--- config.mk ---
export PLATFORM = sky130hd
export DESIGN_NAME = fetch_stage
export DESIGN_NICKNAME = d
export VERILOG_FILES = /design/src/rtl/fetch_stage.sv
export SDC_FILE = /design/constraint.sdc
export NUM_CORES = 1
export LEC_CHECK = 0
export CAP_MARGIN = 20
export CORE_ASPECT_RATIO = 1.1
export CORE_MARGIN = 4
export CORE_UTILIZATION = 53
export DETAILED_ROUTE_END_ITERATION = 7
export GPL_ROUTABILITY_DRIVEN = 1
export PLACE_DENSITY = 0.8
export SYNTH_ARGS = -nofsm -noshare
export SYNTH_HDL_FRONTEND = slang
export SYNTH_SLANG_ARGS = --single-unit
--- constraint.sdc ---
create_clock -name clk -period 4.7 [get_ports clk]
set_clock_uncertainty 0.2 [all_clocks]
set_input_delay 0.94 -clock clk [delete_from_list [all_inputs] [get_ports clk]]
set_output_delay 0.94 -clock clk [all_outputs]
set_load 0.05 [all_outputs]
--- src/rtl/fetch_stage.sv ---
// fetch_stage: instruction fetch (IF) plus the IF/ID pipeline register of the
// pipelined RV32I core. It owns PCF and the next-PC select (PC+4 or the EX
// redirect), drives a handshaked instruction-memory port with at most one
// request in flight, and keeps a one-entry hold buffer for a word that
// arrives while the pipeline is stalled.
//
// Memory handshake: imem_req is a request and imem_ack is its completion.
// Once imem_req is high, imem_req and imem_addr stay stable until the cycle
// in which imem_ack is high; that cycle transfers imem_rdata. An ack in the
// same cycle as the request (zero wait) is legal. imem_ack is ignored
// whenever imem_req is low.
//
// dbg_state_o exposes the fetch FSM state (0=FETCH, 1=DRAIN, 2=HOLD) for
// checkers. It is not needed by the rest of the core.
module fetch_stage #(
    parameter int              XLEN      = 32,
    parameter logic [XLEN-1:0] RESET_PC  = '0,
    parameter logic [31:0]     NOP_INSTR = 32'h0000_0013
) (
    input  logic            clk,
    input  logic            rst,
    input  logic            StallF,
    input  logic            StallD,
    input  logic            FlushD,
    input  logic            PCSrcE,
    input  logic [XLEN-1:0] PCTargetE,
    output logic            imem_req,
    output logic [XLEN-1:0] imem_addr,
    input  logic            imem_ack,
    input  logic [31:0]     imem_rdata,
    output logic [31:0]     InstrD,
    output logic [XLEN-1:0] PCD,
    output logic [XLEN-1:0] PCPlus4D,
    output logic            ValidD,
    output logic            FetchBusy,
    output logic [1:0]      dbg_state_o
);

    typedef enum logic [1:0] {
        FETCH = 2'd0,  // request outstanding at PCF
        DRAIN = 2'd1,  // redirected while waiting; discard the in-flight word
        HOLD  = 2'd2   // word captured under stall; no request issued
    } state_e;

    localparam logic [XLEN-1:0] PC_STEP = XLEN'(4);

    state_e          state_q, state_d;
    logic [XLEN-1:0] pcf_q, pcf_d;
    logic [XLEN-1:0] pend_pc_q, pend_pc_d;
    logic [31:0]     hold_instr_q, hold_instr_d;
    logic [XLEN-1:0] hold_pc_q, hold_pc_d;

    logic            stall;
    logic            deliver;
    logic [31:0]     dlv_instr;
    logic [XLEN-1:0] dlv_pc;

    assign stall       = StallF | StallD;
    // In DRAIN pcf_q has not been updated yet, so the address stays put.
    assign imem_req    = (state_q != HOLD);
    assign imem_addr   = pcf_q;
    assign FetchBusy   = imem_req & ~imem_ack;
    assign dbg_state_o = state_q;

    // Fetch FSM state, PC and hold/pending registers.
    always_ff @(posedge clk or negedge rst) begin
        if (!rst) begin
            state_q      <= FETCH;
            pcf_q        <= RESET_PC;
            pend_pc_q    <= '0;
            hold_instr_q <= '0;
            hold_pc_q    <= '0;
        end else begin
            state_q      <= state_d;
            pcf_q        <= pcf_d;
            pend_pc_q    <= pend_pc_d;
            hold_instr_q <= hold_instr_d;
            hold_pc_q    <= hold_pc_d;
        end
    end

    // Next-state, next-PC and delivery toward IF/ID.
    always_comb begin
        state_d      = state_q;
        pcf_d        = pcf_q;
        pend_pc_d    = pend_pc_q;
        hold_instr_d = hold_instr_q;
        hold_pc_d    = hold_pc_q;
        deliver      = 1'b0;
        dlv_instr    = NOP_INSTR;
        dlv_pc       = pcf_q;

        case (state_q)
            FETCH: begin
                if (imem_ack) begin
                    if (PCSrcE) begin
                        // Word is from the wrong path; restart at the target.
                        pcf_d = PCTargetE;
                    end else if (!stall) begin
                        deliver   = 1'b1;
                        dlv_instr = imem_rdata;
                        dlv_pc    = pcf_q;
                        pcf_d     = pcf_q + PC_STEP;
                    end else begin
                        hold_instr_d = imem_rdata;
                        hold_pc_d    = pcf_q;
                        pcf_d        = pcf_q + PC_STEP;
                        state_d      = HOLD;
                    end
                end else if (PCSrcE) begin
                    // Cannot retract the request; remember where to go.
                    pend_pc_d = PCTargetE;
                    state_d   = DRAIN;
                end
            end
            DRAIN: begin
                if (PCSrcE) begin
                    pend_pc_d = PCTargetE;
                end
                if (imem_ack) begin
                    pcf_d   = PCSrcE ? PCTargetE : pend_pc_q;
                    state_d = FETCH;
                end
            end
            HOLD: begin
                if (PCSrcE) begin
                    pcf_d   = PCTargetE;
                    state_d = FETCH;
                end else if (!stall) begin
                    deliver   = 1'b1;
                    dlv_instr = hold_instr_q;
                    dlv_pc    = hold_pc_q;
                    state_d   = FETCH;
                end
            end
            default: begin
                state_d = FETCH;
            end
        endcase
    end

    // IF/ID register: flush beats stall beats load; no delivery loads a bubble.
    always_ff @(posedge clk or negedge rst) begin
        if (!rst) begin
            InstrD   <= NOP_INSTR;
            PCD      <= '0;
            PCPlus4D <= '0;
            ValidD   <= 1'b0;
        end else if (FlushD) begin
            InstrD <= NOP_INSTR;
            ValidD <= 1'b0;
        end else if (!StallD) begin
            if (deliver) begin
                InstrD   <= dlv_instr;
                PCD      <= dlv_pc;
                PCPlus4D <= dlv_pc + PC_STEP;
                ValidD   <= 1'b1;
            end else begin
                InstrD <= NOP_INSTR;
                ValidD <= 1'b0;
            end
        end
    end

endmodule

After elaboration in Yosys (flattened, before gate mapping)
Cells that the tools add are included.
{ "word_totals": {"regBits": 227, "latch_bits": 0, "ramBits": 0, "romBits": 0, "input_bits": 71, "output_inout_bits": 133, "elab_cells": 73, "memories": 0} }
{ "op_classes": {"n_addsub": 2, "mul": 0, "div": 0, "magnitude_cmp": 0, "eq_ne": 12, "shifts": 0, "n_mux": 35, "bitwise_logic": 6, "n_reduce_logical": 9} }
{ "ops": {"columns": ["operator", "n"], "rows": [
  ["$mux W32", 17],
  ["$pmux W32 S2", 2],
  ["$pmux W32 S3", 1],
  ["$add A32 B3 Y32 const B", 2],
  ["$mux W2", 7],
  ["$ne A3 B3 Y1 const B", 4],
  ["$ne A2 B2 Y1 const B", 5],
  ["$reduce_and A4 Y1", 2],
  ["$mux W1", 6],
  ["$pmux W2 S3", 1],
  ["$reduce_and A3 Y1", 2],
  ["$reduce_and A5 Y1", 1],
  ["$not A1 Y1", 4],
  ["$reduce_bool A3 Y1", 1],
  ["$eq A2 B1 Y1 const B", 1],
  ["$eq A2 B2 Y1 const B", 1],
  ["$logic_not A2 Y1", 1],
  ["$ne A2 B1 Y1 const B", 1],
  ["$pmux W1 S2", 1],
  ["$reduce_and A2 Y1", 1],
  ["$reduce_bool A2 Y1", 1],
  ["$and A1 B1 Y1", 1],
  ["$or A1 B1 Y1", 1]
]} }

Depth between registers and ports, before layout
Gate-level depths: netlist of run 1.
{ "depth": {"ltp_word": 8, "mapped_depth": 15, "depth_no_buf": 11} }

Worst setup path before layout of run 1
Ideal clock, no wire load.
{ "synth_timing": {"kind": "register to register", "startpoint": "register state_q[0], in the netlist dbg_state_o[0]", "endpoint": "register PCPlus4D[22]", "setup_ns": 0.095, "arrival_time_ns": 3.663, "required_ns": 4.405, "setup_slack_ns": 0.741, "path_stages_with_launch": 16, "path_buffers": 4, "synth_period_minus_slack_ns": 3.959, "cell_sequence": "dfrtp_1 > inv_1 > ha_1 > or4b_4 > buf_6 > buf_2 > buf_1 > nand2_1 > nand2_1 > ha_1 > nand3_1 > or4_1 > a211oi_2 > buf_4 > a31oi_1 > o31ai_1"} }
{ "synth_between": {"elab_chain_cells": 3, "word_cells_on_any_way": 6, "cone_classes": "add/sub: 1; eq/ne: 1; mux: 2; reduce/logical: 2"} }
{ "synth_rtl": {"columns": ["item", "line_no", "rtl"], "rows": [
  ["start: declaration", "47", "state_e state_q, state_d;"],
  ["start signal: assignment", "74", "state_q <= state_d;"],
  ["$eq A2 B2 Y1", "93", "case (state_q)"],
  ["$mux W32", null, null],
  ["via dlv_pc[2]", "56", "logic [XLEN-1:0] dlv_pc;"],
  ["$add A32 B3 Y32", "156", "PCPlus4D <= dlv_pc + PC_STEP;"],
  ["end signal: assignment", "156", null],
  ["end: declaration", "33", "output logic [XLEN-1:0] PCPlus4D,"]
]} }
The timed path passes the listed nets, and every way through them passes these cells.
A chain may end at the register's enable or synchronous reset.

Final worst setup path of run 1
{ "layout_timing": {"startpoint": "register state_q[0], in the netlist dbg_state_o[0]", "endpoint": "output port imem_req"} }
{ "layout_between": {"elab_chain_cells": 1} }
{ "layout_rtl": {"columns": ["item", "line_no", "rtl"], "rows": [
  ["$ne A2 B2 Y1", "60", "assign imem_req = (state_q != HOLD);"],
  ["end: declaration", "27", "output logic imem_req,"]
]} }
No other way between the ends.

==> reports/qor.txt, run 1 <==
total number of yosys warnings - 0
status - completed
final RePlAce weighted congestion - 0.894
routed via count - 9,958
port buffer count - 203
Synth Area in Compound Gates - 0.174
post-CTS setup buffer count - 0
largest family of logic cells by synthesized area - compound AO/OA/AOI/OAI gates
CTS Root Cell - clkbuf_16
CP top delay family - buffers and inverters
site row count - 56
CP peak stage delay - 0.76 ns
crit path cell chain - inv_1 > ha_2 > buf_4 > inv_1 > clkdlybuf4s50_1
drt initial violations - 982
Worst EP arrival - 2.88 ns
Max H-tree Level - 1
min cycle time layout - 4.02 ns
RSZ-0062 raised after global routing - false
post-route cell area - 0.0145 mm²
Vias per Instance - 6.14
CORE AREA - 0.0214 mm²
reg2reg end - PCPlus4D[30]
Adder-Cell Fraction of Synth Area - 0.00542
Reg2Reg Depth - 12
HP Class - input port to asynchronous set/reset pin
layout cell share with drive strength beyond 1 - 0.136
Slew HR - 0.342
type of element capturing the critical path - primary output
all-layer global routing usage - 0.257
Max-Cap Viols - 0
final WL - 31.9 mm
kind of critical path - register to primary output
startpoint types - register
Residual DRC - 0
Chip Height - 163 µm
largest net degree at the start of global routing - 123
final slew viol count - 0
Initial Util - 0.540
CTS sink count - 225
xor and xnor area share after synthesis - 0.0159
placed cell area - 0.0138 mm²
cells after synthesis - 1,159
first-pass GRT wire length - 50.8 mm
r2r startpoint - dbg_state_o[0]
die width - 149 µm
Fill cells - 1,637
Fin Setup TNS - 0 ns
cts hold-fix bufs - 0
Worst path slowest cell - clkdlybuf4s50_1
critical path's most frequent cell - inv_1
Final Setup Violations - 0
die area - 0.0242 mm²
CTS max path bufs - 3
number of routed nets with antenna violations - 0
Cell Area, Synth - 0.0115 mm²
fmax - 0.249 GHz
multiplexer share of the synthesized area - 0.133
initial antenna violation count - 0
Post-Syn Nets - 1,235
R2R setup slack - 1.23 ns
Final Hold Vio Count - 0
clk slew on worst S/H paths - 0.06 ns
Buffers & Inverters on Critical Path - 4
Post-synth EDFFs - 0
Max rail drop VDD - 406 µV
diodes inserted - 0
ys async rst share - 1.00
commonest register cell after synthesis - dfrtp_1
vias in the first global route - 9,508
Resized cells post-CTS - 0
CP max FO - 56
post-DR wirelength/cell - 19.7 µm
worst path required time - 3.56 ns
Overflow after GRT - 0
Synth Register Bits - 225
Detailed Routing Iterations Pass 1 - 7
CTS tree - built
IO Count - 204
# nets final - 1,392
Leak - 6.01 nW
Layout area overhead - 25.9%
worst-margin pin slew - 0.987 ns
PwrDens - 710 mW/mm²
worst skew pair latency - 0.52 ns
Cell variety after synth - 67
Seq/Total Area, Yosys - 0.488
detailed placement HPWL - 21.8 mm
Syn Area/Cell - 9.95 µm²
Power, Total - 0.0103 W
Simple-Gate Fraction of Synth Area - 0.146
Final Cycle Share - 0.855
CTS buffer count - 24
-- worst max path at each step --
| stage | start | to | cells after the start |
|---|---|---|---|
| 2_1_floorplan | dbg_state_o[0] | PCPlus4D[22] | 15 |
| 3_3_place_gp | StallD | PCPlus4D[26] | 11 |
| 3_5_place_dp | StallD | PCPlus4D[16] | 10 |
| 4_1_cts | dbg_state_o[0] | imem_req | 5 |
| 5_1_grt | dbg_state_o[0] | imem_req | 5 |
| 6_report | dbg_state_o[0] | imem_req | 5 |
-- registers in the layout, indices dropped and copies added (netlist names) --
| name | flops |
|---|---|
| InstrD | 32 |
| PCD | 32 |
| PCPlus4D | 30 |
| ValidD | 1 |
| dbg_state_o | 2 |
| hold_instr_q | 32 |
| hold_pc_q | 32 |
| imem_addr | 32 |
| pend_pc_q | 32 |
-- layout by cell type, fill, tap and decap left out, types with 14 or more instances in the layout --
cell type	instances
mux2_2	103
nand4_1	28
o21ai_0	111
dfrtp_1	222
a22oi_1	39
nand3_1	29
a31oi_1	21
nor3_1	16
a21oi_1	51
clkdlybuf4s50_1	201
nor2_1	38
nand2_1	158
clkbuf_16	25
buf_4	19
and3_1	14
mux2i_1	34
inv_1	14
-- Yosys cell counts, types with 10 or more instances --
library cell / instances / area, µm²
inv_1: 14 / 52.6
a22oi_1: 39 / 293
and2_1: 10 / 62.6
mux2_2: 103 / 1160
o31ai_1: 12 / 90.1
nor2_1: 39 / 146
o211ai_1: 12 / 90.1
xnor2_1: 11 / 96.3
and4_1: 11 / 96.3
a31oi_1: 21 / 131
nand2_1: 158 / 593
nor4_1: 10 / 62.6
dfrtp_1: 222 / 5560
and3_1: 14 / 87.6
nand3_1: 29 / 145
mux2i_1: 34 / 340
clkbuf_1: 78 / 293
nand4_1: 28 / 175
o21ai_0: 111 / 556
xor2_1: 10 / 87.6
nor3_1: 17 / 85.1
a21oi_1: 51 / 255
-- metrics by stage --
stage	hold slack, ns	util	instances	worst slack, ns
floorplan	0.275	-	1159	0.741
global placement	0.258	0.644	1580	0.602
detailed placement	0.263	0.644	1580	0.492
CTS	0.278	0.680	1621	0.734
global route	0.302	0.680	1621	0.588
finish	0.263	0.680	1621	0.681
-- power by group --
| part | switching, W | total (W) | internal [W] |
|---|---|---|---|
| clock | 0.000761 | 0.00187 | 0.00111 |
| sequential | 0.000802 | 0.00354 | 0.00273 |
| combinational | 0.00306 | 0.00491 | 0.00184 |
| total | 0.00463 | 0.0103 | 0.00568 |
-- layout make-up --
class | count | area (µm²) | area share
clock buffers | 32 | 672 | 0.0463
multi-input cells | 826 | 5490 | 0.378
repair buffers | 224 | 2210 | 0.152
clock inverters | 9 | 95.1 | 0.00655
inverters | 15 | 56.3 | 0.00388
flip-flops and latches | 225 | 5630 | 0.388
well taps | 290 | 363 | 0.0250
-- logic make-up after synthesis --
logic type,after synthesis
buffers and inverters,108
XOR/XNOR,21
flip-flops,225
adder cells (fa/ha/maj),5
AND/OR/NAND/NOR,345
AO/OA/AOI/OAI,316
multiplexers,139
-- per-layer routing --
| metal | up-vias | routed length, µm | GRT usage |
|---|---|---|---|
| li1 | 4548 | - | - |
| met1 | 4887 | 13300 | 0.360 |
| met2 | 454 | 15100 | 0.415 |
| met3 | 69 | 2340 | 0.0356 |
| met4 | 0 | 1140 | 0.0895 |
| met5 | - | 0 | 0 |
Note: power is estimated with default switching activity, not from simulation.
==> run 2: changes to the inputs <==
--- a/config.mk
+++ b/config.mk
@@ -8,10 +8,9 @@
 export CAP_MARGIN = 20
 export CORE_ASPECT_RATIO = 1.1
 export CORE_MARGIN = 4
-export CORE_UTILIZATION = 53
+export CORE_UTILIZATION = 40
 export DETAILED_ROUTE_END_ITERATION = 7
 export GPL_ROUTABILITY_DRIVEN = 1
-export PLACE_DENSITY = 0.8
 export SYNTH_ARGS = -nofsm -noshare
 export SYNTH_HDL_FRONTEND = slang
 export SYNTH_SLANG_ARGS = --single-unit
==> run 2 against run 1 <==
Compared with the run above:
- sequential cell count unchanged
- cell area up 1.1%
- core utilization shrank 16 points
- power grew 0.85%
- largest cell class unchanged
- non-clock buffer count rose by 5
- clock power increased by 3%
- critical endpoint is now FetchBusy
- combinational power barely moved
- wire length is 6.8% higher
==> reports/qor.txt, run 2 (synthesized netlist as in run 1, its figures left out) <==
startpoint types - register
layout cell share with drive strength beyond 1 - 0.139 (+0.00346)
Initial Util - 0.410 (-0.129)
cts hold-fix bufs - 0 (unchanged)
# nets final - 1,398 (+0.43%)
area occupied by multi-input gates - 0.00549 mm² (unchanged)
r2r startpoint - dbg_state_o[0]
Resized cells post-CTS - 0 (unchanged)
post-DR wirelength/cell - 20.0 µm (+1.6%)
status - completed
Leak - 6.05 nW (+0.59%)
Fin Setup TNS - 0 ns (unchanged)
Worst EP arrival - 2.59 ns (-0.29 ns)
Detailed Routing Iterations Pass 1 - 5 (-2)
CTS sink count - 225 (unchanged)
CTS Root Cell - clkbuf_16
worst skew pair latency - 0.52 ns (about the same)
Slew HR - 0.319 (-0.0229)
Final Hold Vio Count - 0 (unchanged)
fmax - 0.268 GHz (+7.8%)
Reg2Reg Depth - 11 (-1)
sequential cell area - 0.00563 mm² (unchanged)
type of element capturing the critical path - primary output
IO Count - 204 (unchanged)
detailed placement HPWL - 23.7 mm (+8.3%)
CTS max path bufs - 3 (unchanged)
initial antenna violation count - 0 (unchanged)
Overflow after GRT - 0 (unchanged)
die width - 170 µm (+14%)
Layout area overhead - 27.3%
R2R setup slack - 1.23 ns (about the same)
CTS tree - built
RSZ-0062 raised after global routing - false
vias in the first global route - 9,400 (-1.1%)
routed via count - 9,713 (-2.5%)
Max-Cap Viols - 0 (unchanged)
site row count - 64 (+14%)
Final Setup Violations - 0 (unchanged)
final RePlAce weighted congestion - 0.813 (-9.1%)
Residual DRC - 0 (unchanged)
CP max FO - 35 (-38%)
min cycle time layout - 3.73 ns (-0.289 ns)
Final Cycle Share - 0.794 (-0.0615)
Worst Setup SP - dbg_state_o[0]
die area - 0.0316 mm² (+31%)
Fill cells - 2,581 (+58%)
largest net degree at the start of global routing - 118 (-4.1%)
reg2reg end - PCPlus4D[16]
post-CTS setup buffer count - 0 (unchanged)
final WL - 34.1 mm (+6.8%)
first-pass GRT wire length - 54.0 mm (+6.3%)
CTS buffer count - 25 (+4.2%)
number of routed nets with antenna violations - 0 (unchanged)
diodes inserted - 0 (unchanged)
commonest non-fill, non-tap cell in the layout - dfrtp_1
all-layer global routing usage - 0.211 (-0.0463)
worst-margin pin slew - 1.01 ns (+0.0259 ns)
final slew viol count - 0 (unchanged)
HP Class - input port to asynchronous set/reset pin
Max H-tree Level - 1 (unchanged)
Chip Height - 186 µm (+14%)
PwrDens - 708 mW/mm² (-0.25%)
drt initial violations - 829 (-16%)
clk slew on worst S/H paths - 0.06 ns (about the same)
Power, Total - 0.0104 W (+0.85%)
Vias per Instance - 5.70 (-7.2%)
CORE AREA - 0.0281 mm² (+32%)
Max rail drop VDD - 458 µV (+13%)
worst path required time - 3.56 ns (about the same)
kind of critical path - register to primary output
CP endpoint - FetchBusy
port buffer count - 203 (unchanged)
commonest non-fill, non-tap cells in the layout - dfrtp_1, clkdlybuf4s50_1, nand2_1, o21ai_0, mux2_2
run 2: per-stage QoR:
stage / area (µm²) / hold slack (ns) / setup WS, ns / util / std cells
after global placement: 13900 / 0.261 / 0.612 / 0.494 / 1658
after global routing: 14700 / 0.308 / 0.851 / 0.522 / 1704
after floorplan: 11500 / 0.275 / 0.741 / - / 1159
after CTS: 14700 / 0.282 / 0.980 / 0.522 / 1704
after detailed placement: 13900 / 0.267 / 0.491 / 0.494 / 1658
final: 14700 / 0.277 / 0.970 / 0.522 / 1704
run 2: final cells by class:
class / instances / area share
Inverter: 15 / 0.00383
Sequential cell: 225 / 0.384
Timing Repair Buffer: 229 / 0.153
Clock buffer: 37 / 0.0477
Multi-Input combinational cell: 826 / 0.374
Clock inverter: 9 / 0.00673
Tap cell: 363 / 0.0309
run 2: power by group:
group | internal, W | switching (W) | leakage (nW)
Combinational | 0.00186 | 0.00307 | 2.83
Clock | 0.00114 | 0.000788 | 0.397
Sequential | 0.00273 | 0.000808 | 2.82
Total | 0.00573 | 0.00467 | 6.05
run 2: layer usage:
metal | routed length [µm] | track usage | share of wire
met5 | 0 | 0 | 0
met4 | 714 | 0.0511 | 0.021
met3 | 2040 | 0.0323 | 0.060
met2 | 15400 | 0.325 | 0.45
met1 | 15900 | 0.315 | 0.47
run 2: worst max-delay path, cell delays in order (launching register included):
cell             delay (ns)
dfrtp_1                0.46
inv_1                  0.13
ha_2                   0.23
buf_4                  0.27
nor2_1                 0.14
clkdlybuf4s50_1        0.82
run 2: worst min path at each step:
stage / from / end / slack (ns) / cells past startpoint
after floorplan: pend_pc_q[10] / pend_pc_q[10] / 0.27 / 1
after global placement: PCD[16] / PCD[16] / 0.26 / 2
after detailed placement: PCD[24] / PCD[24] / 0.27 / 2
after CTS: PCD[26] / PCD[26] / 0.28 / 2
after global routing: PCD[27] / PCD[27] / 0.31 / 2
final: rst / imem_addr[2] / 0.28 / 1
==> run 3: changes to the inputs <==
--- a/config.mk
+++ b/config.mk
@@ -11,6 +11,7 @@
 export CORE_UTILIZATION = 40
 export DETAILED_ROUTE_END_ITERATION = 7
 export GPL_ROUTABILITY_DRIVEN = 1
+export PLACE_DENSITY = 0.66
 export SYNTH_ARGS = -nofsm -noshare
 export SYNTH_HDL_FRONTEND = slang
 export SYNTH_SLANG_ARGS = --single-unit
==> constraint.sdc (replaced) <==
create_clock -name clk -period 3.1 [get_ports clk]
set_clock_uncertainty 0.2 [all_clocks]
set_input_delay 0.62 -clock clk [delete_from_list [all_inputs] [get_ports clk]]
set_output_delay 0.62 -clock clk [all_outputs]
set_load 0.05 [all_outputs]
==> run 3 against run 2 <==
Compared with the run above:
- sequential share of layout area fell by 1.5 points
- first-iteration DRC count is 1.2% lower
- hold slack got worse by 0.0035 ns
- cell count up 3.4%
- largest cell class unchanged
- global-route usage grew 0.33 points
- largest power group unchanged
==> reports/qor.txt, run 3 (synthesized netlist as in run 1, its figures left out) <==
status - completed
Final Hold Vio Count - 0 (unchanged)
# nets final - 1,456 (+4.1%)
Residual DRC - 0 (unchanged)
Final Setup Violations - 0 (unchanged)
CTS sink count - 225 (unchanged)
detailed placement HPWL - 25.0 mm (+5.6%)
final slew viol count - 0 (unchanged)
placed cell area - 0.0144 mm² (+3.9%)
CORE AREA - 0.0281 mm² (unchanged)
type of element capturing the critical path - register
crit path cell chain - inv_4 > ha_4 > nor4b_4 > buf_6 > nand2_4 > nand2_4 > ha_4 > nand3_2 > or4_4 > a211oi_4 > buf_6 > a311o_1 > o211ai_1
post-route cell area - 0.0153 mm² (+4.1%)
commonest non-fill, non-tap cell in the layout - dfrtp_1
clk slew on worst S/H paths - 0.06 ns (about the same)
Fill cells - 2,493 (-3.4%)
CP peak stage delay - 0.61 ns (-0.21 ns)
CTS buffer count - 25 (unchanged)
post-DR wirelength/cell - 19.8 µm (-1.1%)
Overflow after GRT - 0 (unchanged)
CTS tree - built
first-pass GRT wire length - 54.8 mm (+1.4%)
layout cell share with drive strength beyond 1 - 0.186 (+0.0465)
PwrDens - 1060 mW/mm² (+49%)
CP max FO - 5 (-86%)
kind of critical path - register to register
number of routed nets with antenna violations - 0 (unchanged)
worst path required time - 3.29 ns (-0.27 ns)
all-layer global routing usage - 0.214 (+0.00328)
Layout Cells excl Fill - 1,762 (+3.4%)
final WL - 34.9 mm (+2.3%)
CTS max path bufs - 3 (unchanged)
largest net degree at the start of global routing - 73 (-38%)
die area - 0.0316 mm² (unchanged)
Placed Cells - 1,712 (+3.3%)
port buffer count - 203 (unchanged)
GR Layer Usage met1 - 0.301 (-0.0140)
Leak - 6.40 nW (+5.9%)
startpoint types - register
IO Count - 204 (unchanged)
final RePlAce weighted congestion - 0.896 (+10%)
vias in the first global route - 9,594 (+2.1%)
Slew HR - 0.512 (+0.193)
Chip Height - 186 µm (unchanged)
drt initial violations - 819 (-1.2%)
Final Cycle Share - 0.967
min cycle time layout - 3.00 ns
site row count - 64 (unchanged)
most used routing layer - met2
Worst path slowest cell - or4_4
worst skew pair latency - 0.51 ns (about the same)
Vias per Instance - 5.67 (-0.59%)
Max H-tree Level - 1 (unchanged)
Initial Util - 0.410 (unchanged)
sequential cell area - 0.00564 mm² (about the same)
HP Class - register to register
Layout area overhead - 32.6%
fmax - 0.333 GHz
commonest non-fill, non-tap cells in the layout - dfrtp_1, clkdlybuf4s50_1, nand2_1, o21ai_0, mux2_2
worst-margin pin slew - 0.726 ns (-0.287 ns)
RSZ-0062 raised after global routing - true
area occupied by multi-input gates - 0.00556 mm² (+1.3%)
Max rail drop VDD - 727 µV (+59%)
met2 Usage GRT - 0.344 (+0.0194)
initial antenna violation count - 2 (+2)
Worst EP arrival - 3.18 ns (+0.59 ns)
met3 GRT Util - 0.0355 (+0.00319)
CTS Root Cell - clkbuf_16
routed via count - 9,984 (+2.8%)
Detailed Routing Iterations Pass 1 - 7 (+2)
die width - 170 µm (unchanged)
Max-Cap Viols - 0 (unchanged)
run 3: cell types whose count changed in the layout (fill, tap and decap cells not counted), moves of 2 or more:
cell | previous run | this run
buf_6 | 0 | 3
dlymetal6s2s_1 | 0 | 2
nand2_1 | 158 | 153
buf_12 | 2 | 9
nand2_4 | 0 | 4
clkdlybuf4s50_1 | 201 | 197
dfrtp_2 | 0 | 2
clkbuf_1 | 9 | 6
ha_4 | 0 | 2
dfrtp_1 | 222 | 220
clkinv_2 | 6 | 9
buf_4 | 24 | 73
run 3: cell type report:
class,instances,area share
clock inverter,12,0.00736
inverter,15,0.00385
antenna,1,0.000164
multi-input combinational,826,0.364
tap,363,0.0297
sequential,225,0.369
timing repair buffer,287,0.182
clock buffer,33,0.0442
run 3: stage by stage:
| step | power (W) | setup slack (ns) | TNS (ns) | utilization | hold WS [ns] |
|---|---|---|---|---|---|
| 6_report | 0.0162 | 0.101 | 0 | 0.544 | 0.274 |
| 5_1_grt | 0.0171 | -0.0589 | -0.284 | 0.544 | 0.300 |
| 4_1_cts | 0.0162 | 0.0593 | 0 | 0.542 | 0.279 |
| 3_5_place_dp | 0.0133 | -0.474 | -6.43 | 0.513 | 0.266 |
| 3_3_place_gp | 0.0131 | -0.410 | -5.31 | 0.513 | 0.261 |
| 2_1_floorplan | 0.0103 | -0.311 | -2.39 | - | 0.124 |
run 3: critical path: cells and delay by family (launching register included):
kind	cells	cell delay, ns
buffers and inverters	3	0.41
adders and majority gates	2	0.29
AOI/OAI and AO/OA	3	0.54
DFF	1	0.42
and+or+nand+nor	5	1.00
run 3: path summary, 6_finish.rpt:
kind                                 from      endpoint  slack (ns)  depth (start not counted)
max                        dbg_state_o[0]  PCPlus4D[28]        0.10                         13
min                          PCPlus4D[18]  PCPlus4D[18]        0.27                          2
max reg2reg                dbg_state_o[0]  PCPlus4D[28]        0.10                         13
min reg2reg                  PCPlus4D[18]  PCPlus4D[18]        0.27                          2
max in group asynchronous             rst        ValidD        1.55                          3
min in group asynchronous             rst  pend_pc_q[9]        0.41                          2
run 3: what timing repair did:
item / CTS / global route
setup endpoints to repair: 0 / 10
gates resized for setup: 0 / 12
hold endpoints to repair: 44 / 0
setup buffers: 0 / 2
hold buffers: 1 / 0
run 3: power breakdown:
group	internal (W)	switching (W)
combinational	0.00313	0.00481
clock	0.00170	0.00120
sequential	0.00415	0.00120
run 3: routing by layer:
metal  wire length (µm)  up-vias  part of all wire
li1                   -     4689                 -
met1              15200     4942              0.43
met2              16600      298              0.48
met3               2150       53             0.062
met4                931        2             0.027
met5                 12        -           0.00034
